<file path="src/rtl/led_pulse_blinker.sv">
// Output-side counterpart of a button debouncer: stretches single-cycle event strobes into
// fixed-length, human-visible LED pulses, queueing up to 15 events behind the one on display.
module led_pulse_blinker #(
    parameter int unsigned ON_TICKS  = 20_000,
    parameter int unsigned OFF_TICKS = 20_000
) (
    input  logic       clk,
    input  logic       rst_n,
    input  logic       pulse_in,
    output logic       led_out,
    output logic       busy,
    output logic [3:0] pending,
    output logic       overflow
);

    localparam logic [14:0] OnLoad  = 15'(ON_TICKS - 1);
    localparam logic [14:0] OffLoad = 15'(OFF_TICKS - 1);

    typedef enum logic [1:0] {
        StIdle,
        StOn,
        StGap
    } state_e;

    state_e      state_q, state_d;
    logic [14:0] timer_q, timer_d;
    logic [3:0]  pending_q, pending_d;
    logic        overflow_q, overflow_d;
    logic        led_q, led_d;
    logic        take;

    // Sequencing: take marks the cycle an event leaves the queue and starts its ON period.
    always_comb begin
        state_d = state_q;
        timer_d = timer_q;
        take    = 1'b0;
        unique case (state_q)
            StIdle: begin
                if (pending_q != 4'd0) begin
                    state_d = StOn;
                    timer_d = OnLoad;
                    take    = 1'b1;
                end
            end
            StOn: begin
                if (timer_q == 15'd0) begin
                    state_d = StGap;
                    timer_d = OffLoad;
                end else begin
                    timer_d = timer_q - 15'd1;
                end
            end
            StGap: begin
                if (timer_q == 15'd0) begin
                    // Go straight back to ON so back-to-back events keep an exact period.
                    if (pending_q != 4'd0) begin
                        state_d = StOn;
                        timer_d = OnLoad;
                        take    = 1'b1;
                    end else begin
                        state_d = StIdle;
                    end
                end else begin
                    timer_d = timer_q - 15'd1;
                end
            end
            default: begin
                state_d = StIdle;
                timer_d = 15'd0;
            end
        endcase
    end

    // A strobe coinciding with a take simply replaces the event being taken.
    always_comb begin
        pending_d  = pending_q;
        overflow_d = overflow_q;
        if (pulse_in && !take) begin
            if (pending_q == 4'd15) begin
                overflow_d = 1'b1;
            end else begin
                pending_d = pending_q + 4'd1;
            end
        end else if (!pulse_in && take) begin
            pending_d = pending_q - 4'd1;
        end
    end

    assign led_d = (state_d == StOn);

    always_ff @(posedge clk or negedge rst_n) begin
        if (!rst_n) begin
            state_q    <= StIdle;
            timer_q    <= 15'd0;
            pending_q  <= 4'd0;
            overflow_q <= 1'b0;
            led_q      <= 1'b0;
        end else begin
            state_q    <= state_d;
            timer_q    <= timer_d;
            pending_q  <= pending_d;
            overflow_q <= overflow_d;
            led_q      <= led_d;
        end
    end

    assign led_out  = led_q;
    assign pending  = pending_q;
    assign overflow = overflow_q;
    assign busy     = (state_q != StIdle) || (pending_q != 4'd0);

endmodule

</file>
<file path="config.mk">
export PLATFORM = sky130hd
export DESIGN_NAME = led_pulse_blinker
export DESIGN_NICKNAME = d
export VERILOG_FILES = /design/src/rtl/led_pulse_blinker.sv
export SDC_FILE = /design/constraint.sdc
export NUM_CORES = 1
export LEC_CHECK = 0
export BUFFER_PORTS_ARGS = -buffer_cell sky130_fd_sc_hd__buf_2
export CAP_MARGIN = 10
export CORE_MARGIN = 4
export CORE_UTILIZATION = 47
export DETAILED_ROUTE_END_ITERATION = 10
export SYNTH_ARGS = -nofsm -noshare
export SYNTH_HDL_FRONTEND = slang
export SYNTH_SLANG_ARGS = --single-unit
</file>
<file path="constraint.sdc">
create_clock -name clk -period 9.2 [get_ports clk]
set_input_delay 0.46 -clock clk [delete_from_list [all_inputs] [get_ports clk]]
set_output_delay 0.46 -clock clk [all_outputs]
set_load 0.01 [all_outputs]
</file>
---- Word-level counts from Yosys, hierarchy flattened ----
Index checks and enable logic that the tools add are counted.
W data, S select, Z words.
storage, ports and cells
  output and inout port bits .............. 7
  bits in latches ......................... 0
  memory bits (writable) .................. 0
  ROM bits ................................ 0
  input bits .............................. 3
  logic and storage cells ................. 40
  memories kept ........................... 0
  register bits after elaboration ......... 23
cells by class
  shift operators ......................... 0
  reduce and logical (&&, ||, !) cells .... 12
  add/subtract/negate cells ............... 3
  div/mod/pow operators ................... 0
  equal/unequal tests ..................... 5
  magnitude comparators ................... 0
  bitwise operators ....................... 0
  multiply operators ...................... 0
  muxes and demuxes ....................... 15
operators by type and width
  kind                     number
  $mux W15                 3
  $pmux W15 S3             1
  $logic_not A15 Y1        1
  $sub A15 B1 Y15 const B  1
  $mux W4                  3
  $mux W2                  3
  $pmux W2 S3              1
  $add A4 B1 Y4 const B    1
  $eq A2 B1 Y1 const B     2
  $eq A4 B4 Y1 const B     1
  $reduce_and A2 Y1        2
  $reduce_bool A2 Y1       2
  $reduce_bool A4 Y1       1
  $sub A4 B1 Y4 const B    1
  $mux W1                  3
  $eq A2 B2 Y1 const B     1
  $logic_and A1 B1 Y1      2
  $logic_not A1 Y1         2
  $logic_not A2 Y1         1
  $ne A2 B2 Y1 const B     1
  $pmux W1 S2              1
  $logic_or A1 B1 Y1       1

---- Depth between registers and ports, before layout ----
Gate-level depths: netlist of the first run.
  depth in word-level cells ............... 8
  gate-level depth with buffers ........... 13
  mapped depth without buffers ............ 12

---- Least setup slack after synthesis of the first run ----
OpenSTA, ideal clock, no wires.
  path kind ............................... reg2reg
  start ................................... register timer_q[0]
  end ..................................... register pending_q[3] (netlist: pending[3])
  slack ................................... 6,184 ps
  path buffers ............................ 1
  clock period less this slack ............ 3,016 ps
  data arrival time ....................... 2,936 ps
  data required time ...................... 9,120 ps
  stages on the path, launching flop included .. 14
  cell sequence ........................... dfrtp_1 -> inv_1 -> ha_1 -> or3b_2 -> buf_2 -> o41ai_4 -> nand2_1 -> and2_1 -> inv_1 -> ha_1 -> a21o_1 -> a21oi_1 -> mux2i_1 -> xnor2_1
on the way
  word-level cells in the longest chain between the ends .. 7
  elaborated cells on any way between the ends .. 10
RTL lines
  item                                                                        line  source
  from (decl)                                                                 26    logic [14:0] timer_q, timer_d;
  from (signal assigned)                                                      100   timer_q <= timer_d;
  $logic_not A15 Y1 *                                                         54    if (timer_q == 15'd0) begin
  $mux W1 *                                                                   54
  $pmux W1 S2 *                                                               37    unique case (state_q)
  $logic_not A1 Y1                                                            78    if (pulse_in && !take) begin
  $logic_and A1 B1 Y1                                                         78
  $ne A2 B2 Y1 (no source line) / $reduce_bool A2 Y1 (equally long branches)  n/a
  $reduce_and A2 Y1 (no source line)                                          n/a
  to (signal assigned)                                                        101   pending_q <= pending_d;
  to (decl)                                                                   27    logic [3:0] pending_q, pending_d;
Every way passes the cells marked *; elsewhere a longest branch is shown, timed or not.
A chain may end at the register's enable or synchronous reset.

---- Worst setup path in the final report of the first run ----
Same ends and word-level chain as after synthesis.

==> results_dict.tcl, run 1 <==
set metrics [dict create \
    drv_cap 0 \
    synth-seq-cells 23 \
    hold_viol_final 0 \
    netlist_top_cells_area "dfrtp_1, a21oi_1, o21ai_0" \
    avgRoutedWirePerCell_um 16.7 \
    start_util 0.505 \
    root_buffer "clkbuf_4" \
    ios 10 \
    yosysMostFrequentCell "dfrtp_1" \
    synth_cell_types 46 \
    antenna_found_initial 0 \
    crit_buf_inv 2 \
    end_kind "flip-flop" \
    diodes 0 \
    syn_nets 164 \
    syn_to_final_growth_pct 5.03 \
    cts_setup_buffers 0 \
    routed_wl_mm 3.22 \
    holdBufCountCts 0 \
    drt_iter0_markers 63 \
    h-tree-depth 1 \
    yosysTopAreaCellShare 0.399 \
    syn_area_per_cell_um2 9.18 \
    fin_crit_ns 3.35 \
    critical_path.max_stage_delay_ns 0.58 \
    yosys_warnings 0 \
    slew_headroom 0.437 \
    core_mm2 0.00285 \
    path_clk_slew_ns 0.13 \
    grt_usage 0.174 \
    ant_nets 0 \
    cts_buffers 3 \
    wl_met2_mm 1.45 \
    ys_seq_area_frac 0.399 \
    crit_chain "inv_1 -> ha_1 -> or3b_2 -> o41ai_4 -> nand2_1 -> and2_1 -> inv_1 -> ha_1 -> a21o_1 -> a21oi_1 -> mux2i_1 -> xnor2_1" \
    worst_pin_slew_ns 0.837 \
    synth-edff-count 0 \
    critical_path_class "flip-flop to flip-flop" \
    status "completed" \
    power_density_mw_per_mm2 275 \
    fin_nets 170 \
    ys.flop_type "dfrtp_1" \
    crit_family "compound AO/OA/AOI/OAI gates" \
    start_kind "flip-flop" \
    clockBufferDepth 2 \
    drcViolationCount 0 \
    die_area_mm2 0.00402 \
    finalSetupViolCount 0 \
    port_buffers 9 \
    hold_class "input pin to async pin" \
    highest_layer "met4" \
    grt-ovfl-total 0 \
    vias 1209 \
    cp.required_ns 9.45 \
    cp_slowest_cell "or3b_2" \
    cts_tree "built" \
    grt_pass1_vias 1153 \
    fp.dieW_um 63.4 \
    wl_met1_mm 1.61 \
    p_leak_nw 0.615 \
    rrSetupSlack_ns 5.85 \
    finalSetupTns_ns 0 \
    wl_met3_um 135 \
    cts-resized-gates 0 \
    gp_congestion 0.814 \
    cts_sinks 23 \
    crit_fanout 9 \
    ir_worst_vdd_mv 0.125 \
    synth_area_mm2 0.00144 \
    synth_top_cell_by_area "dfrtp_1" \
    clk_latency_ns 0.31 \
    die-height_um 63.4 \
    dp_hpwl_mm 2.38 \
    synth_commonest_cells "dfrtp_1, nor2_1, a21oi_1, nand2_1, o21ai_0" \
    rsz0062_at_grt "no" \
    grt_pass1_wl_mm 5.68 \
    row_count 19 \
    arrival_ns 3.60 \
    synth-async-reset-ratio 1.00 \
    fmax_mhz 299 \
    fin_hold_ws_ns 0.0918 \
    firstDrtPassIters 4 \
    drive_gt1_frac 0.142 \
    viasPerCell 6.26 \
    skew_ns 0.00260 \
    grt_max_degree 24 \
    postSynthCellCount 157 \
    report.final.slew_viol_count 0 \
    finalCritPeriodShare 0.364 \
]
[layout by cell type (no fill, tap or decap), types with 2 or more instances in the layout]
cell type  count
a21oi_1       12
a22o_1         3
a31oi_1        5
and2_1         2
and2_2         3
buf_2          9
clkbuf_4       3
dfrtp_1       23
ha_1           3
inv_1          5
mux2i_1        2
nand2_1       12
nand4_1        2
nor2_1        13
nor3_1         7
nor4_1         5
o21ai_0       11
o22ai_1        4
o31a_1         2
o31ai_1        2
or3_1          2
or4_1          2
or4_4          2
xnor2_1        4
xor2_1         3
[report_power, final]
part | switching (mW) | internal, mW
Combinational | 0.0882 | 0.0825
Sequential | 0.0587 | 0.140
Clock | 0.0313 | 0.0162
[layout make-up]
cell class / instances / area (um^2)
clock buffer: 3 / 22.5
clock inverter: 1 / 5.00
fill: 269 / 1340
inverter: 5 / 18.8
multi-input combinational: 121 / 808
sequential: 23 / 576
tap: 31 / 38.8
timing repair buffer: 9 / 45.0
[worst register-to-register path: stages, from the launching register on]
cell	delay (ns)
dfrtp_1	0.45
inv_1	0.08
ha_1	0.19
or3b_2	0.58
o41ai_4	0.54
nand2_1	0.08
and2_1	0.20
inv_1	0.15
ha_1	0.25
a21o_1	0.18
a21oi_1	0.22
mux2i_1	0.24
xnor2_1	0.13
[final timing paths]
path	endpoint	startpoint	cells after the start
max	pending[3]$_DFFE_PN0P_	timer_q[0]$_DFF_PN0_	12
min	timer_q[5]$_DFF_PN0_	rst_n	1
max reg2reg	pending[3]$_DFFE_PN0P_	timer_q[0]$_DFF_PN0_	12
min reg2reg	overflow$_DFFE_PN0P_	overflow$_DFFE_PN0P_	1
max in group asynchronous	pending[0]$_DFFE_PN0P_	rst_n	1
min in group clk	overflow$_DFFE_PN0P_	overflow$_DFFE_PN0P_	1
[per-layer routing]
metal  global-route usage  vias to the layer above
met4               0.0485                        0
met3               0.0373                        2
met2                0.262                       28
met5                    0                        -
met1                0.251                      569
li1                     -                      610
[flip-flops by register name (all words and copies together), names as in the netlist]
signal,cells
overflow,1
state_q,2
led_out,1
pending,4
timer_q,15
[kinds of logic after synthesis]
logic type | count (synthesis) | share of synthesized area
multiplexers | 2 | 0.0139
AND/OR/NAND/NOR | 54 | 0.201
flip-flops | 23 | 0.399
XOR/XNOR | 7 | 0.0425
AO/OA/AOI/OAI | 54 | 0.264
adder cells (fa/ha/maj) | 4 | 0.0399
buffers and inverters | 13 | 0.0399
[stage by stage]
step / instance area [um^2] / util / power [mW] / std cells / setup WS [ns]
after detailed placement: 1490 / 0.521 / 0.370 / 189 / 5.92
final: 1510 / 0.531 / 0.417 / 193 / 5.85
after CTS: 1510 / 0.531 / 0.420 / 193 / 5.91
after global routing: 1510 / 0.531 / 0.457 / 193 / 5.72
after floorplan: 1440 / - / 0.327 / 157 / 6.18
after global placement: 1490 / 0.521 / 0.364 / 189 / 6.08
Note: power is estimated with default switching activity, not from simulation.
==> run 2, diff against run 1 <==
- clock period: 9.2 -> 3.4 ns (I/O delays scaled with it)
==> results_dict.tcl, run 2 (synthesized netlist as in run 1, its figures left out) <==
set metrics [dict create \
    core_mm2 0.00285 \
    crit_fanout 7 \
    dp.cells 190 \
    antenna_found_initial 0 \
    p_leak_nw 0.619 \
    layout_common_cells "dfrtp_1, nor2_1, nand2_1, a21oi_1, o21ai_0" \
    finalSetupTns_ns 0 \
    status "completed" \
    final_common_cell "dfrtp_1" \
    cts_tree "built" \
    die_area_mm2 0.00402 \
    clockBufferDepth 2 \
    highest_layer "met4" \
    fmax_mhz 324 \
    power.share.clock 0.115 \
    arrival_ns 3.32 \
    cts_sinks 23 \
    hold_viol_final 0 \
    grt-ovfl-total 0 \
    final_cells 195 \
    wl_met1_mm 1.51 \
    wl_met2_mm 1.45 \
    cts_setup_buffers 0 \
    grt_pass1_vias 1196 \
    port_buffers 9 \
    worst_pin_slew_ns 0.818 \
    finalCritPeriodShare 0.907 \
    grt_max_degree 24 \
    root_buffer "clkbuf_4" \
    wl_met3_um 179 \
    power_frac_comb 0.404 \
    intPower_mw 0.648 \
    clk_latency_ns 0.31 \
    drt_iter0_markers 74 \
    grt_pass1_wl_mm 5.56 \
    drv_cap 0 \
    rsz0062_at_grt "no" \
    path_clk_slew_ns 0.12 \
    grt_usage 0.173 \
    vias 1223 \
    seqPwrFrac 0.481 \
    ios 10 \
    power_switching_mw 0.482 \
    cp.required_ns 3.64 \
    start_kind "flip-flop" \
    fin_nets 172 \
    drcViolationCount 0 \
    gp_congestion 0.930 \
    viasPerCell 6.27 \
    finalSetupViolCount 0 \
    h-tree-depth 1 \
    worst_slack_ns 0.317 \
    fin_crit_ns 3.08 \
    top_register "timer_q" \
    end_kind "flip-flop" \
    cts-resized-gates 0 \
    routed_wl_mm 3.21 \
    die-height_um 63.4 \
    cts_buffers 3 \
    slew_headroom 0.449 \
    fp.dieW_um 63.4 \
    ir_worst_vdd_mv 0.370 \
    diodes 0 \
    switching_share 0.426 \
    dp_hpwl_mm 2.50 \
    report.final.slew_viol_count 0 \
    power_density_mw_per_mm2 736 \
    firstDrtPassIters 4 \
    start_util 0.505 \
    syn_to_final_growth_pct 6.42 \
    skew_ns 0.0126 \
    avgRoutedWirePerCell_um 16.4 \
    holdBufCountCts 1 \
    hold_class "input pin to flip-flop" \
    row_count 19 \
    largest_register_ffs 15 \
    critical_path_class "flip-flop to flip-flop" \
    drive_gt1_frac 0.146 \
    place_ws_ns 0.322 \
    ant_nets 0 \
]
-- run 2: power groups by stage --
stage	clock network [mW]	logic, mW	registers (mW)
4_1_cts	0.138	0.461	0.539
3_3_place_gp	0	0.443	0.540
5_1_grt	0.151	0.519	0.567
6_report	0.130	0.457	0.543
3_5_place_dp	0	0.458	0.546
2_1_floorplan	0	0.377	0.507
-- run 2: worst paths after layout --
kind	from	endpoint	slack, ns	cells past startpoint
max in group asynchronous	rst_n	pending[3]$_DFFE_PN0P_	2.72	2
worst max register to register	timer_q[0]$_DFF_PN0_	pending[3]$_DFFE_PN0P_	0.32	12
worst min register to register	overflow$_DFFE_PN0P_	overflow$_DFFE_PN0P_	0.51	1
worst min-delay path	pulse_in	pending[1]$_DFFE_PN0P_	0.28	3
worst max-delay path	timer_q[0]$_DFF_PN0_	pending[3]$_DFFE_PN0P_	0.32	12
min in group asynchronous	rst_n	timer_q[6]$_DFF_PN0_	0.33	2
-- run 2: per-stage QoR --
stage	hold slack (ns)	utilization	power [mW]	cell area [um^2]
after global placement	0.163	0.524	0.984	1490
after global routing	0.271	0.538	1.24	1530
after CTS	0.265	0.538	1.14	1530
after floorplan	-0.126	-	0.884	1440
after detailed placement	0.172	0.524	1.00	1490
final	0.282	0.538	1.13	1530
-- run 2: per-layer routing --
| metal | global-route usage | vias up |
|---|---|---|
| li1 | - | 608 |
| met1 | 0.232 | 581 |
| met2 | 0.275 | 26 |
| met3 | 0.0409 | 8 |
| met4 | 0.0539 | 0 |
| met5 | 0 | - |
-- run 2: critical path, stage by stage (launching register included) --
cell,delay (ns)
dfrtp_1,0.45
inv_1,0.08
ha_1,0.19
or3b_2,0.56
o41ai_4,0.36
nand2_1,0.08
and2_1,0.19
inv_1,0.14
ha_1,0.25
a21o_1,0.17
a21oi_1,0.17
mux2i_1,0.23
xnor2_1,0.14
-- run 2: area by class of cell --
type | count | area, um^2
Fill cell | 267 | 1320
Multi-Input combinational cell | 121 | 808
Sequential cell | 23 | 576
Timing Repair Buffer | 11 | 62.6
Tap cell | 31 | 38.8
Clock buffer | 3 | 22.5
Inverter | 5 | 18.8
Clock inverter | 1 | 7.51
